`config.mk`:
```
export PLATFORM = sky130hd
export DESIGN_NAME = ysyx_22040759_axi_bridge
export DESIGN_NICKNAME = d
export VERILOG_FILES = /design/src/rtl/ysyx_22040759_axi_bridge.sv
export SDC_FILE = /design/constraint.sdc
export NUM_CORES = 1
export LEC_CHECK = 0
export ABC_AREA = 1
export CAP_MARGIN = 40
export CORE_AREA = 4 4 233 235
export DETAILED_ROUTE_END_ITERATION = 7
export DIE_AREA = 0 0 237 239
export PLACE_DENSITY = 0.53
export SYNTH_ARGS = -nofsm -noshare
export SYNTH_HDL_FRONTEND = slang
export SYNTH_SLANG_ARGS = --single-unit
```
`constraint.sdc`:
```
create_clock -name clk -period 3.84 [get_ports clk]
set_clock_uncertainty 0.1 [all_clocks]
set_input_delay 0.96 -clock clk [delete_from_list [all_inputs] [get_ports clk]]
set_output_delay 0.96 -clock clk [all_outputs]
set_load 0.01 [all_outputs]
```
`src/rtl/ysyx_22040759_axi_bridge.sv`:
```
// Single-outstanding AXI4 master that turns the core's read and write
// request streams into single-beat AXI4 transactions.
module ysyx_22040759_axi_bridge #(
   parameter int ADDR_W = 64,
   parameter int DATA_W = 64,
   parameter int ID_W   = 4,
   parameter int AXI_ID = 0
) (
   input  logic                clk,
   input  logic                rst,

   input  logic                rd_addr_valid_i,
   input  logic [ADDR_W-1:0]   rd_addr_i,
   input  logic [1:0]          rd_size_i,
   output logic                rd_data_valid_o,
   output logic [DATA_W-1:0]   rd_data_o,

   input  logic                wr_valid_i,
   input  logic [ADDR_W-1:0]   wr_addr_i,
   input  logic [DATA_W-1:0]   wr_data_i,
   input  logic [DATA_W/8-1:0] wr_strb_i,
   input  logic [1:0]          wr_size_i,
   output logic                wr_done_o,

   output logic                bus_err_o,

   output logic                arvalid,
   input  logic                arready,
   output logic [ADDR_W-1:0]   araddr,
   output logic [ID_W-1:0]     arid,
   output logic [7:0]          arlen,
   output logic [2:0]          arsize,
   output logic [1:0]          arburst,

   input  logic                rvalid,
   output logic                rready,
   input  logic [DATA_W-1:0]   rdata,
   input  logic [1:0]          rresp,
   input  logic                rlast,
   input  logic [ID_W-1:0]     rid,

   output logic                awvalid,
   input  logic                awready,
   output logic [ADDR_W-1:0]   awaddr,
   output logic [ID_W-1:0]     awid,
   output logic [7:0]          awlen,
   output logic [2:0]          awsize,
   output logic [1:0]          awburst,

   output logic                wvalid,
   input  logic                wready,
   output logic [DATA_W-1:0]   wdata,
   output logic [DATA_W/8-1:0] wstrb,
   output logic                wlast,

   input  logic                bvalid,
   output logic                bready,
   input  logic [1:0]          bresp,
   input  logic [ID_W-1:0]     bid
);

   localparam logic [2:0] IDLE    = 3'd0;
   localparam logic [2:0] RD_ADDR = 3'd1;
   localparam logic [2:0] RD_DATA = 3'd2;
   localparam logic [2:0] RD_DONE = 3'd3;
   localparam logic [2:0] WR_REQ  = 3'd4;
   localparam logic [2:0] WR_RESP = 3'd5;
   localparam logic [2:0] WR_DONE = 3'd6;

   logic [2:0]          state, state_n;
   logic                aw_done, w_done;
   logic                aw_ok, w_ok;
   logic                err_q;
   logic [ADDR_W-1:0]   addr_q;
   logic [DATA_W-1:0]   data_q;
   logic [DATA_W/8-1:0] strb_q;
   logic [1:0]          size_q;

   logic unused_inputs;
   assign unused_inputs = ^{rlast, rid, bid, rresp[0], bresp[0]};

   assign arvalid = (state == RD_ADDR);
   assign rready  = (state == RD_DATA);
   assign awvalid = (state == WR_REQ) && !aw_done;
   assign wvalid  = (state == WR_REQ) && !w_done;
   assign bready  = (state == WR_RESP);

   assign rd_data_valid_o = (state == RD_DONE);
   assign wr_done_o       = (state == WR_DONE);
   assign bus_err_o       = (rd_data_valid_o || wr_done_o) && err_q;

   assign araddr  = addr_q;
   assign awaddr  = addr_q;
   assign arsize  = {1'b0, size_q};
   assign awsize  = {1'b0, size_q};
   assign arlen   = 8'd0;
   assign awlen   = 8'd0;
   assign arburst = 2'b01;
   assign awburst = 2'b01;
   assign arid    = ID_W'(AXI_ID);
   assign awid    = ID_W'(AXI_ID);
   assign wdata   = data_q;
   assign wstrb   = strb_q;
   assign wlast   = wvalid;

   // a handshake counts as done if it happened earlier or happens now
   assign aw_ok = aw_done || (awvalid && awready);
   assign w_ok  = w_done || (wvalid && wready);

   always_comb begin
      state_n = state;
      case (state)
         IDLE: begin
            if (wr_valid_i)
               state_n = WR_REQ;
            else if (rd_addr_valid_i)
               state_n = RD_ADDR;
         end
         RD_ADDR: if (arready) state_n = RD_DATA;
         RD_DATA: if (rvalid) state_n = RD_DONE;
         RD_DONE: state_n = IDLE;
         WR_REQ:  if (aw_ok && w_ok) state_n = WR_RESP;
         WR_RESP: if (bvalid) state_n = WR_DONE;
         WR_DONE: state_n = IDLE;
         default: state_n = IDLE;
      endcase
   end

   always_ff @(posedge clk) begin
      if (rst) begin
         state     <= IDLE;
         aw_done   <= 1'b0;
         w_done    <= 1'b0;
         err_q     <= 1'b0;
         rd_data_o <= '0;
         addr_q    <= '0;
         data_q    <= '0;
         strb_q    <= '0;
         size_q    <= '0;
      end else begin
         state <= state_n;
         if (state == IDLE) begin
            if (wr_valid_i) begin
               addr_q <= wr_addr_i;
               data_q <= wr_data_i;
               strb_q <= wr_strb_i;
               size_q <= wr_size_i;
            end else if (rd_addr_valid_i) begin
               addr_q <= rd_addr_i;
               size_q <= rd_size_i;
            end
         end
         if (state == WR_REQ && state_n == WR_REQ) begin
            aw_done <= aw_ok;
            w_done  <= w_ok;
         end else begin
            aw_done <= 1'b0;
            w_done  <= 1'b0;
         end
         if (state == RD_DATA && rvalid) begin
            rd_data_o <= rdata;
            err_q     <= rresp[1];
         end
         if (state == WR_RESP && bvalid)
            err_q <= bresp[1];
      end
   end

endmodule

```
# Word-level counts from Yosys, hierarchy flattened
# Cells that the tools add are included.
dict set report totals {
  mem_bits_rw 0
  out_inout_bits 307
  elab_cells 50
  reg_bits 208
  in_bits 290
  romBits 0
  latchBits 0
  memories 0
}
dict set report classes {
  eq_ne 7
  n_mux 13
  multipliers 0
  n_reduce_logical 20
  n_lt_le_gt_ge 0
  shifts 0
  div 0
  n_addsub 0
  bitwise_logic 1
}
# operator count
set ops {}
lappend ops {{2-to-1 mux 64 bit} 2}
lappend ops {{2-to-1 mux 3 bit} 6}
lappend ops {{case mux 3 bit (5 select lines)} 1}
lappend ops {{equality test 3 bit (second input constant)} 4}
lappend ops {{logical AND 1 bit} 9}
lappend ops {{equality test 3 x 2 -> 1 bit (second input constant)} 2}
lappend ops {{2-to-1 mux 2 bit} 2}
lappend ops {{AND reduction 2 bit} 2}
lappend ops {{nonzero test 2 bit} 2}
lappend ops {{equality test 3 x 1 -> 1 bit (second input constant)} 1}
lappend ops {{logical NOT 3 bit} 1}
lappend ops {{logical OR 1 bit} 3}
lappend ops {{logical NOT 1 bit} 2}
lappend ops {{2-to-1 mux 1 bit} 2}
lappend ops {{OR reduction 2 bit} 1}
lappend ops {{inverter 1 bit} 1}

# Longest topological paths before layout
dict set report depth {
  ltp_word 11
  mapped_depth 8
  mapped_depth_nobuf 8
}

# Least setup slack after synthesis
# OpenSTA, ideal clock, no wires.
dict set report synth_path {
  path_type {reg2out}
  startpoint {register state[1]}
  endpoint {output port bus_err_o}
  n_path_buf 0
  stages_incl_launch_ff 4
  arrival_time_ns 1.101
  setup_slack_ns 1.679
  required_time_ns 2.780
  path_cell_list {dfxtp_1 inv_1 nor3_1 o21a_1}
}
dict set report synth_via {
  elab_chain_cells 3
}
# element line
set synth_lines {}
lappend synth_lines {{from (decl)} 70} ;# logic [2:0] state, state_n;
lappend synth_lines {{from (signal assigned)} 141} ;# state <= state_n;
lappend synth_lines {{equality test 3 x 2 -> 1 bit} 88} ;# assign rd_data_valid_o = (state == RD_DONE);
lappend synth_lines {{via rd_data_valid_o} 15} ;# output logic rd_data_valid_o,
lappend synth_lines {{logical OR 1 bit} 90} ;# assign bus_err_o = (rd_data_valid_o || wr_done_o) && err_q;
lappend synth_lines {{logical AND 1 bit} 90}
lappend synth_lines {{to (decl)} 25} ;# output logic bus_err_o,
# The timed path passes the listed nets, and every way through them passes these cells.

# Final worst setup path
dict set report layout_path {
  startpoint {register state[1]}
  endpoint {output port wlast}
}
dict set report layout_via {
  elab_chain_cells 2
}
# element line
set layout_lines {}
lappend layout_lines {{equality test 3 bit} 85} ;# assign wvalid = (state == WR_REQ) && !w_done;
lappend layout_lines {{logical AND 1 bit} 85}
lappend layout_lines {{to (decl)} 54} ;# output logic wlast,
# No other way between the ends.

==> metrics <==
most common cell in the netlist nand2_1; Skew-Pair Late Insertion Delay 0.54 ns; placed cell areas 14550 um^2; Starting Density 17.33%; Total Wirelength 35880 um; Die W 237 um; cts repair resizes 0; full die area 56640 um^2; Pins Over Slew Limit 0; syn_area_per_cell 7.236 um^2; Finished Layout Cells 2401; global route overflow 0; min Tclk post-route 3.378 ns; row count 84; Vias per Instance 3.865; WL per Instance 14.95 um; CP Data Required Time 2.78 ns; leading area contributor after synthesis dfxtp_1; Ports 597; number of global-route vias before repair 8991; die height 239 um; Final setup violation count 0; Final Cell Area 15380 um^2; worst min path class flop to flop; Final #Nets 1983; Worst slew margin 45.34%; Vias 9281; ranking of synthesized cells by area dfxtp_1 (46%), nand2_1 (15%), a21oi_1 (11%), buf_4 (8.3%), o21ai_0 (6.6%); DRC 0; Max Fclk 0.2960 GHz; Synth async-reset ratio 0%; placed insts 2354; Final Hold Viols 0; initial antenna violation count 5; outcome finished clean; fraction of layout cells with a size suffix above 1 3.626%; Setup crit end kind primary output; Iter 0 DRT Violations 270; Worst-Margin Slew 0.8199 ns; Post-CTS Hold Buffers 0; root buffer cell clkbuf_16; LEAKAGE 0.005826 uW; Total Power 6538 uW; register area 4164 um^2; warnings from Yosys 0; Total Routing Usage GR 11.50%; synthesized flop and latch total 208; Detailed Routing Iterations Pass 1 4; post-CTS setup buffers 0; Setup TNS Final 0 ns; Tcrit/Tclk final 87.97%; area of the multi-input gates 3274 um^2; Final Core Density 29.44%; Startpoint Class flop; Layout area overhead 69.88%; top cell type's share of synthesized area 46.00%; CTS tree built; buffers added on ports 555; Sink Count 208; Routed Antenna Nets 0; largest net degree at the start of global routing 140; cell count after synthesis 1251; RSZ-0062 raised after global routing no; TritonCTS Buffers 25; H-tree depth 1; EDFF count, synth 0; core region area 52240 um^2; Max Root-Sink Buffers 3; DP Wirelength 26810 um; fillers 5621; Crit Path Max Fanout 7; Synth cell types 22; commonest cells in the netlist nand2_1 (350), dfxtp_1 (208), a21oi_1 (205); Crit Path Class flop to primary output; ys flop type dfxtp_1; gpl congestion 0.7918; Syn Std Cell Area 9052 um^2; Clock transition at path regs 0.06 ns; Seq/Total Area, Yosys 46.00%; Power Density 425.1 nW/um^2; MaxCap Viol Count 0; peak supply drop 0.3325 mV; first-pass GRT wire length 52320 um; CP Data Arrival Time 2.32 ns
[layer usage]
metal	global-route usage [%]	up-vias	share of wire [%]
met2	19.90	371	48
met5	0	-	0
met1	12.84	4187	39
met3	4.684	50	10
met4	3.928	0	2.8
li1	-	4673	-
[critical path, stage by stage, from the launching register on]
cell and delay [ns]:
dfxtp_1 0.37, inv_1 0.18, nand3_1 0.17, nor2_1 0.42
clkdlybuf4s50_1 0.64
[layout make-up]
cell class / count / share of cell area, %
Antenna cell: 3 / 0.04882
Clock buffer: 37 / 4.947
Clock inverter: 7 / 0.4068
Inverter: 148 / 3.612
Multi-Input combinational cell: 746 / 21.29
Sequential cell: 208 / 27.08
Tap cell: 688 / 5.598
Timing Repair Buffer: 564 / 37.02
[registers in the layout (all words and copies together) (netlist names)]
| register | cells |
|---|---|
| w_done | 1 |
| wdata | 64 |
| err_q | 1 |
| wstrb | 8 |
| rd_data_o | 64 |
| state | 3 |
| araddr | 64 |
| aw_done | 1 |
| size_q | 2 |
[cell families (layout without fill, tap and decap cells)]
group           Yosys count  after routing  synth area share [%]
other cells               2             33               0.08296
simple gates            374            374                 15.81
buf+inv                 325            756                 19.05
compound gates          342            342                 19.06
flops                   208            208                 46.00
[path summary, 6_finish.rpt]
check,startpoint,endpoint,slack (ns),depth (start not counted)
setup / recovery,state[1],wlast,0.46,4
hold / removal,araddr[18],araddr[18],0.36,2
setup reg to reg,state[0],wdata[39],1.87,7
hold reg to reg,araddr[18],araddr[18],0.36,2
[power by group]
group | total [uW] | switching (uW) | internal, uW
Sequential | 2500 | 144 | 2360
Clock | 2380 | 955 | 1420
Combinational | 1660 | 748 | 910
[through the flow]
step,hold WS [ns],setup slack [ns]
floorplan,0.3796,1.679
global placement,0.3472,0.9593
detailed placement,0.3514,0.9459
CTS,0.3609,0.3400
global route,0.3771,0.2900
finish,0.3578,0.4621
[placed cells by master (no fill, tap or decap), types with 6 or more instances in the layout]
master           count
o21ai_1             15
clkbuf_8             9
nand2_1            350
buf_12               6
o21ai_0            120
clkbuf_16           25
a21oi_1            205
dfxtp_1            208
clkdlybuf4s50_1    553
nor2_1              11
conb_1              30
inv_1              143
Note: power is estimated with default switching activity, not from simulation.
